### src/rtl/asteroids_pkg.sv
// Shared ship/renderer constants and control-decode helpers.
// Heading 0 points up; headings increase counter-clockwise.
package asteroids_pkg;

  localparam int HEADING_W = 4;
  localparam int SPEED_W   = 3;
  localparam int SPEED_MAX = 7;

  localparam logic [HEADING_W-1:0] HEADING_UP = '0;

  typedef enum logic [1:0] {
    ROT_NONE,
    ROT_LEFT,
    ROT_RIGHT
  } rot_e;

  typedef enum logic [1:0] {
    THR_COAST,
    THR_FWD,
    THR_BACK
  } thr_e;

  // Exactly one rotate key selects a direction
  function automatic rot_e rot_sel(
    input logic l,
    input logic r
  );
    rot_e v;
    v = ROT_NONE;
    unique case (1'b1)
      (l & ~r): v = ROT_LEFT;
      (r & ~l): v = ROT_RIGHT;
      default:  v = ROT_NONE;
    endcase
    return v;
  endfunction

  // Forward+backward together counts as coasting
  function automatic thr_e thr_sel(
    input logic f,
    input logic b
  );
    thr_e v;
    v = THR_COAST;
    unique case (1'b1)
      (f & ~b): v = THR_FWD;
      (b & ~f): v = THR_BACK;
      default:  v = THR_COAST;
    endcase
    return v;
  endfunction

endpackage

### src/rtl/ship_control_edge_detect.sv
// Rising-edge detector for held key levels.
// prev resets high so a key held through reset gives no edge.
module edge_detect (
  input  logic clk,
  input  logic reset,
  input  logic d,
  output logic rise
);

  logic prev_q;
  logic prev_d;

  // Track last sampled level
  always_comb begin
    prev_d = d;
  end

  // Previous-level register
  always_ff @(posedge clk or posedge reset) begin
    if (reset) begin
      prev_q <= 1'b1;
    end else begin
      prev_q <= prev_d;
    end
  end

  assign rise = d & ~prev_q;

endmodule

### src/rtl/ship_control.sv
// Ship kinematics (heading/speed) and fire/start arbitration.
// Motion state moves only on frame_tick.
module ship_control
  import asteroids_pkg::*;
#(
  parameter int ROT_PERIOD    = 4,
  parameter int DECAY_PERIOD  = 8,
  parameter int FIRE_COOLDOWN = 8
) (
  input  logic                 clk,
  input  logic                 reset,
  input  logic                 frame_tick,
  input  logic                 forward,
  input  logic                 backward,
  input  logic                 left_rotate,
  input  logic                 right_rotate,
  input  logic                 shoot,
  input  logic                 enter,
  input  logic                 bullet_ready,
  output logic [HEADING_W-1:0] heading,
  output logic [SPEED_W-1:0]   speed,
  output logic                 thrusting,
  output logic                 fire,
  output logic                 start
);

  localparam int ROT_W =
    (ROT_PERIOD > 1) ? $clog2(ROT_PERIOD) : 1;
  localparam int DEC_W =
    (DECAY_PERIOD > 1) ? $clog2(DECAY_PERIOD) : 1;
  localparam int CD_W = $clog2(FIRE_COOLDOWN + 1);

  localparam logic [ROT_W-1:0] ROT_RELOAD =
    ROT_W'(ROT_PERIOD - 1);
  localparam logic [DEC_W-1:0] DEC_LAST =
    DEC_W'(DECAY_PERIOD - 1);
  localparam logic [CD_W-1:0] CD_LOAD =
    CD_W'(FIRE_COOLDOWN);
  localparam logic [SPEED_W-1:0] SPD_MAX =
    SPEED_W'(SPEED_MAX);

  logic [HEADING_W-1:0] heading_q, heading_d;
  logic [SPEED_W-1:0]   speed_q, speed_d;
  logic [ROT_W-1:0]     rot_cnt_q, rot_cnt_d;
  logic [DEC_W-1:0]     decay_cnt_q, decay_cnt_d;
  logic [CD_W-1:0]      cooldown_q, cooldown_d;
  logic                 fire_pend_q, fire_pend_d;
  logic                 fire_q, fire_d;
  logic                 start_q, start_d;
  logic                 thrusting_q, thrusting_d;

  logic shoot_rise;
  logic enter_rise;
  rot_e rot;
  thr_e thr;

  edge_detect u_shoot_edge (
    .clk   (clk),
    .reset (reset),
    .d     (shoot),
    .rise  (shoot_rise)
  );

  edge_detect u_enter_edge (
    .clk   (clk),
    .reset (reset),
    .d     (enter),
    .rise  (enter_rise)
  );

  assign rot = rot_sel(left_rotate, right_rotate);
  assign thr = thr_sel(forward, backward);

  // Rate-limited heading steps; a fresh press steps at once
  always_comb begin
    heading_d = heading_q;
    rot_cnt_d = rot_cnt_q;
    if (frame_tick) begin
      case (rot)
        ROT_LEFT, ROT_RIGHT: begin
          if (rot_cnt_q == '0) begin
            if (rot == ROT_LEFT) begin
              heading_d = heading_q + 1'b1;
            end else begin
              heading_d = heading_q - 1'b1;
            end
            rot_cnt_d = ROT_RELOAD;
          end else begin
            rot_cnt_d = rot_cnt_q - 1'b1;
          end
        end
        default: begin
          rot_cnt_d = '0;
        end
      endcase
    end
  end

  // Saturating speed with slow decay while coasting
  always_comb begin
    speed_d     = speed_q;
    decay_cnt_d = decay_cnt_q;
    if (frame_tick) begin
      case (thr)
        THR_FWD: begin
          if (speed_q != SPD_MAX) begin
            speed_d = speed_q + 1'b1;
          end
          decay_cnt_d = '0;
        end
        THR_BACK: begin
          if (speed_q != '0) begin
            speed_d = speed_q - 1'b1;
          end
          decay_cnt_d = '0;
        end
        default: begin
          if (decay_cnt_q == DEC_LAST) begin
            decay_cnt_d = '0;
            if (speed_q != '0) begin
              speed_d = speed_q - 1'b1;
            end
          end else begin
            decay_cnt_d = decay_cnt_q + 1'b1;
          end
        end
      endcase
    end
  end

  // Fire arbitration: one buffered press, gated by cooldown
  always_comb begin
    fire_d = fire_pend_q
           & (cooldown_q == '0)
           & bullet_ready;
    fire_pend_d = fire_pend_q & ~fire_d;
    if (shoot_rise) begin
      fire_pend_d = 1'b1;
    end
    cooldown_d = cooldown_q;
    if (fire_d) begin
      cooldown_d = CD_LOAD;
    end else if (frame_tick && cooldown_q != '0) begin
      cooldown_d = cooldown_q - 1'b1;
    end
  end

  // Registered flame and start pulse
  always_comb begin
    thrusting_d = forward & ~backward;
    start_d     = enter_rise;
  end

  // State registers
  always_ff @(posedge clk or posedge reset) begin
    if (reset) begin
      heading_q   <= HEADING_UP;
      speed_q     <= '0;
      rot_cnt_q   <= '0;
      decay_cnt_q <= '0;
      cooldown_q  <= '0;
      fire_pend_q <= 1'b0;
      fire_q      <= 1'b0;
      start_q     <= 1'b0;
      thrusting_q <= 1'b0;
    end else begin
      heading_q   <= heading_d;
      speed_q     <= speed_d;
      rot_cnt_q   <= rot_cnt_d;
      decay_cnt_q <= decay_cnt_d;
      cooldown_q  <= cooldown_d;
      fire_pend_q <= fire_pend_d;
      fire_q      <= fire_d;
      start_q     <= start_d;
      thrusting_q <= thrusting_d;
    end
  end

  assign heading   = heading_q;
  assign speed     = speed_q;
  assign thrusting = thrusting_q;
  assign fire      = fire_q;
  assign start     = start_q;

endmodule

### config.mk
export PLATFORM = sky130hd
export DESIGN_NAME = ship_control
export DESIGN_NICKNAME = d
export VERILOG_FILES = /design/src/rtl/asteroids_pkg.sv /design/src/rtl/ship_control_edge_detect.sv /design/src/rtl/ship_control.sv
export SDC_FILE = /design/constraint.sdc
export NUM_CORES = 1
export LEC_CHECK = 0
export ABC_CLOCK_PERIOD_IN_PS = 3100
export BUFFER_PORTS_ARGS = -buffer_cell sky130_fd_sc_hd__buf_4
export CORE_MARGIN = 2
export CORE_UTILIZATION = 30
export DETAILED_ROUTE_END_ITERATION = 7
export GPL_ROUTABILITY_DRIVEN = 0
export PLACE_DENSITY = 0.5
export SKIP_LAST_GASP = 1
export SLEW_MARGIN = 25
export SYNTH_ARGS = -nofsm -noshare
export SYNTH_HDL_FRONTEND = slang
export SYNTH_HIERARCHICAL = 1
export SYNTH_SLANG_ARGS = --single-unit
export TNS_END_PERCENT = 1
### constraint.sdc
create_clock -name clk -period 3.1 [get_ports clk]
set_input_delay 0.155 -clock clk [delete_from_list [all_inputs] [get_ports clk]]
set_output_delay 0.155 -clock clk [all_outputs]
set_load 0.01 [all_outputs]
# Word-level counts from Yosys, hierarchy flattened
# Cells that the tools add are included.
[word_totals]
reg_bits = 22
out_inout_bits = 10
[op_classes]
n_addsub = 7
n_eq_ne = 7
mux = 14
bitwise_logic = 16
n_reduce_logical = 11
[ops]
columns = ["cell", "n"]
rows = [
  ["$mux 3", 5],
  ["$mux 4", 3],
  ["$and 1x1->1", 9],
  ["$pmux 2 s2", 2],
  ["$sub 4x1->4 const B", 2],
  ["$not 1->1", 7],
  ["$add 3x1->3 const B", 2],
  ["$pmux 3 s2", 1],
  ["$reduce_and 3->1", 2],
  ["$reduce_bool 3->1", 2],
  ["$add 4x1->4 const B", 1],
  ["$eq 2x1->1 const B", 2],
  ["$eq 2x2->1 const B", 2],
  ["$logic_not 4->1", 1],
  ["$mux 2", 2],
  ["$reduce_bool 4->1", 1],
  ["$reduce_or 2->1", 2],
  ["$eq 3x3->1 const B", 1],
  ["$ne 3x3->1 const B", 1],
  ["$sub 3x1->3 const B", 1],
  ["$logic_not 2->1", 1],
  ["$ne 2x2->1 const B", 1],
  ["$reduce_bool 2->1", 1],
  ["$sub 2x1->2 const B", 1],
  ["2 further kinds", 2],
]

# Longest topological paths before layout
[depth]
ltp_word = 6
ltp_mapped = 8
mapped_depth_nobuf = 8

# By module
# The synthesis kept the hierarchy.
[modules_own_cells]
columns = ["module", "n_inst", "cells_per_inst", "area_per_inst_um2", "seq_area_each_um2"]
rows = [
  ["ship_control", 1, 96, 1037.2, 500.5],
  ["edge_detect", 2, 3, 43.8, 26.3],
]

# Least setup slack after synthesis
# OpenSTA, ideal clock, no wires.
[synth_path]
kind = "register to register"
from = "reg decay_cnt_q[0]"
to = "reg speed_q[1] (netlist: speed[1])"
arrival_ns = 1.438
required_time_ns = 2.972
path_slack_ns = 1.534
stages_incl_launch_ff = 6
path_buffers = 0
path_cell_list = "dfrtp_1 -> ha_1 -> ha_1 -> o32a_1 -> o211ai_2 -> mux2_1"
[synth_between]
elab_chain_cells = 3
[synth_lines]
columns = ["item", "line", "text"]
rows = [
  ["from (decl)", "ship_control.sv:45", "logic [DEC_W-1:0] decay_cnt_q, decay_cnt_d;"],
  ["from (signal assigned)", "ship_control.sv:170", "decay_cnt_q <= decay_cnt_d;"],
  ["$eq 3x3->1", "ship_control.sv:118", "if (decay_cnt_q == DEC_LAST) begin"],
  ["$reduce_bool 3->1 (no line)", "n/a", ""],
  ["$reduce_and 3->1 (no line)", "n/a", ""],
  ["to (signal assigned)", "ship_control.sv:168", "speed_q <= speed_d;"],
  ["to (decl)", "ship_control.sv:43", "logic [SPEED_W-1:0] speed_q, speed_d;"],
]
# Every way passes these cells.
# A chain may end at the register's enable or synchronous reset.

# Worst setup path after layout
# Same ends and word-level chain as after synthesis.

==> metrics.md <==
| Metric | Value |
|---|---|
| Status | `finished clean` |
| VDD IR max | `0.237 mV` |
| Async set-reset flop share out of synthesis | `100%` |
| Via density | `4.43` |
| Die area | `0.00425 mm^2` |
| Lkg Pwr | `0.693 nW` |
| Yosys warns | `6` |
| Routed vias | `775` |
| Critical Path Source Type | `register` |
| Clock slew at reported path FFs | `0.08 ns` |
| Setup Crit Path Kind | `register to register` |
| TritonCTS clock tree | `built` |
| Cell taking the most area after synthesis | `dfrtp_1` |
| DRC Markers | `0` |
| Mapped cell area | `0.00112 mm^2` |
| Vias in the first global route | `792` |
| Main synth FF type | `dfrtp_1` |
| Area Overhead vs Synth | `25.3%` |
| Max Cap Viol | `0` |
| Average routed wire per standard cell | `10.4 um` |
| Row count | `22` |
| Largest family of logic cells by synthesized area | `adder cells` |
| Power per cell area | `759 mW/mm^2` |
| Resized Gates After CTS | `0` |
| Final Hold Fails | `0` |
| Clock Path Buffers | `2` |
| Crit path arrival time | `1.80 ns` |
| Final Max Tran Viols | `0` |
| Final Routed Wirelength | `1810 um` |
| TNS Setup | `0 ns` |
| Initial Utilization | `31.0%` |
| IO buf count | `19` |
| Antenna cell count | `0` |
| Total CTS buffers | `3` |
| Post-synth EDFFs | `0` |
| Largest net degree at the start of global routing | `21` |
| Final Skew | `0.00173 ns` |
| Worst min path class | `input pin to register` |
| First-pass GRT wire length | `3410 um` |
| Rel. slew slack | `48.1%` |
| Final global-route overflow total | `0` |
| Worst EP required | `3.24 ns` |
| Yosys cell types | `28` |
| Syn Nets | `124` |
| Crit. End Element | `register` |
| Share of cells above drive strength 1 | `22.8%` |
| Num ports | `20` |
| CP max FO | `3` |
| Avg Cell Area, Syn | `11.0 um^2` |
| Tmin final | `1.65 ns` |
| Drt first pass iters | `3` |
| Detailed Route Iter0 Violations | `15` |
| Largest cells by area after synthesis | `dfrtp_1 (44%), ha_1 (11%), inv_1 (6.3%), dfstp_2 (4.7%), xnor2_1 (3.9%)` |
| Skew-Pair Late Insertion Delay | `0.26 ns` |
| Fin cells | `175` |
| Sequential share of the synthesized area | `49.2%` |
| CTS H-tree lvls | `1` |
| Xor-xnor portion of the synthesized cell area | `5.45%` |
| Synth Area in Compound Gates | `11.9%` |
| Multiplexer share of the synthesized area | `2.00%` |
| Max Freq | `0.605 GHz` |
| Gr usage total | `10.4%` |
| Nets | `150` |
| Routed Antenna Nets | `0` |
| Inst Count DP | `168` |
| Final Setup Violations | `0` |
| Clock sinks | `22` |
| Fill cell count | `376` |
| CORE AREA | `0.00363 mm^2` |
| Mapped Cells | `102` |
| Simple-Gate Fraction of Synth Area | `10.1%` |
| RSZ-0062 raised after global routing | `no` |
| Die Wd | `65.2 um` |
| #FFs+latches synth | `22` |
| Root Buffer | `clkbuf_8` |
| DP HPWL | `1400 um` |
| Worst-margin pin slew | `0.778 ns` |
| Post-Synth Adder-Cell Area | `14.7%` |
| Die Y | `65.2 um` |
| Antenna violations before repair | `0` |
| Synth top area share | `44.5%` |
| Final worst path period share | `53.3%` |
[repair_timing]
action / CTS / global route
setup endpoints to repair: 0 / 0
buffers inserted: 0 / 0
endpoints found under the hold margin: 2 / 2
hold buffers: 1 / 2
[synthesized netlist by cell type (2+ instances only)]
master / n
inv_1: 19
nand2_1: 4
dfrtp_1: 20
xnor2_1: 5
dfstp_2: 2
nand3_1: 5
nand4_1: 2
ha_1: 10
mux2_1: 2
nor2_1: 6
a211oi_1: 2
o21ai_1: 6
xor2_1: 2
nor2b_4: 2
fa_1: 2
[path summary, 6_finish.rpt]
path | from | endpoint | slack [ns] | cells past startpoint
hold reg to reg | heading[3]$_DFFE_PP0P_ | heading[3]$_DFFE_PP0P_ | 0.48 | 1
hold / removal | frame_tick | decay_cnt_q[2]$_DFFE_PP0P_ | 0.21 | 2
min in group asynchronous | reset | u_enter_edge/prev_q$_DFF_PP1_ | 0.46 | 3
max in group asynchronous | reset | cooldown_q[2]$_DFFE_PP0P_ | 2.01 | 3
setup reg to reg | decay_cnt_q[0]$_DFFE_PP0P_ | speed[1]$_DFFE_PP0P_ | 1.45 | 5
setup / recovery | decay_cnt_q[0]$_DFFE_PP0P_ | speed[1]$_DFFE_PP0P_ | 1.45 | 5
[worst max-delay path, cell delays in order, from the launching register on]
cell      delay [ns]
dfrtp_1         0.40
ha_1            0.20
ha_1            0.20
o32a_1          0.18
o211ai_2        0.21
mux2_1          0.35
[area by class of cell]
cell class                      count  area [um^2]  share of cell area [%]
Clock buffer                        4         55.1                    3.91
Inverter                           19         71.3                    5.06
Multi-Input combinational cell     60          497                    35.3
Sequential cell                    22          553                    39.3
Tap cell                           48         60.1                    4.26
Timing Repair Buffer               22          173                    12.3
[where the power goes]
group | internal (mW) | switching [mW]
Sequential | 0.382 | 0.0953
Clock | 0.113 | 0.0910
Combinational | 0.206 | 0.182
[registers in the layout, indices dropped and copies added (netlist names)]
| register | cells |
|---|---|
| thrusting | 1 |
| u_enter_edge/prev_q | 1 |
| start | 1 |
| decay_cnt_q | 3 |
| fire | 1 |
| cooldown_q | 4 |
| heading | 4 |
| speed | 3 |
| u_shoot_edge/prev_q | 1 |
| fire_pend_q | 1 |
| rot_cnt_q | 2 |
[stage by stage]
stage	power, mW	utilization (%)	cell area (um^2)	hold slack (ns)	worst slack (ns)
2_1_floorplan	0.727	-	1120	0.0447	1.53
3_3_place_gp	0.861	36.4	1320	0.174	1.50
3_5_place_dp	0.876	36.4	1320	0.176	1.45
4_1_cts	1.09	38.2	1390	0.000726	1.44
5_1_grt	1.17	38.8	1410	0.224	1.39
6_report	1.07	38.8	1410	0.210	1.45
[kinds of logic (layout without fill, tap and decap cells)]
| kind of cell | after synthesis | after routing |
|---|---|---|
| AOI/OAI and AO/OA | 19 | 19 |
| xor gates and xnor gates | 7 | 7 |
| adders and majority gates | 12 | 12 |
| buffers and inverters | 20 | 45 |
| DFF | 22 | 22 |
| muxes | 2 | 2 |
| and+or+nand+nor | 20 | 20 |
[placed cells by master, fill, tap and decap left out]
master,synthesis,routed
o211ai_2,1,1
nand2_1,4,4
a31oi_1,1,1
o31ai_1,1,1
o211ai_1,1,1
a41oi_1,1,1
nor2_1,6,6
mux2_1,2,2
buf_4,0,19
a211oi_1,2,2
inv_1,19,19
nand4_1,2,2
nor2b_4,2,2
xor2_1,2,2
a21boi_1,1,1
a21oi_1,1,1
xnor2_1,5,5
o22ai_1,1,1
a41o_1,1,1
o32a_1,1,1
dlygate4sd3_1,0,3
nand3_1,5,5
o21ai_1,6,6
ha_1,10,10
clkbuf_8,0,4
dfstp_2,2,2
fa_1,2,2
dfrtp_1,20,20
nand3b_2,1,1
a21o_1,1,1
[metal layers]
metal / vias up / track usage (%) / wire, um
met5: - / 0 / 0
met4: 0 / 4.69 / 29
met3: 2 / 2.05 / 48
met2: 8 / 17.3 / 885
met1: 375 / 12.9 / 848
li1: 390 / - / -
Note: power is estimated with default switching activity, not from simulation.
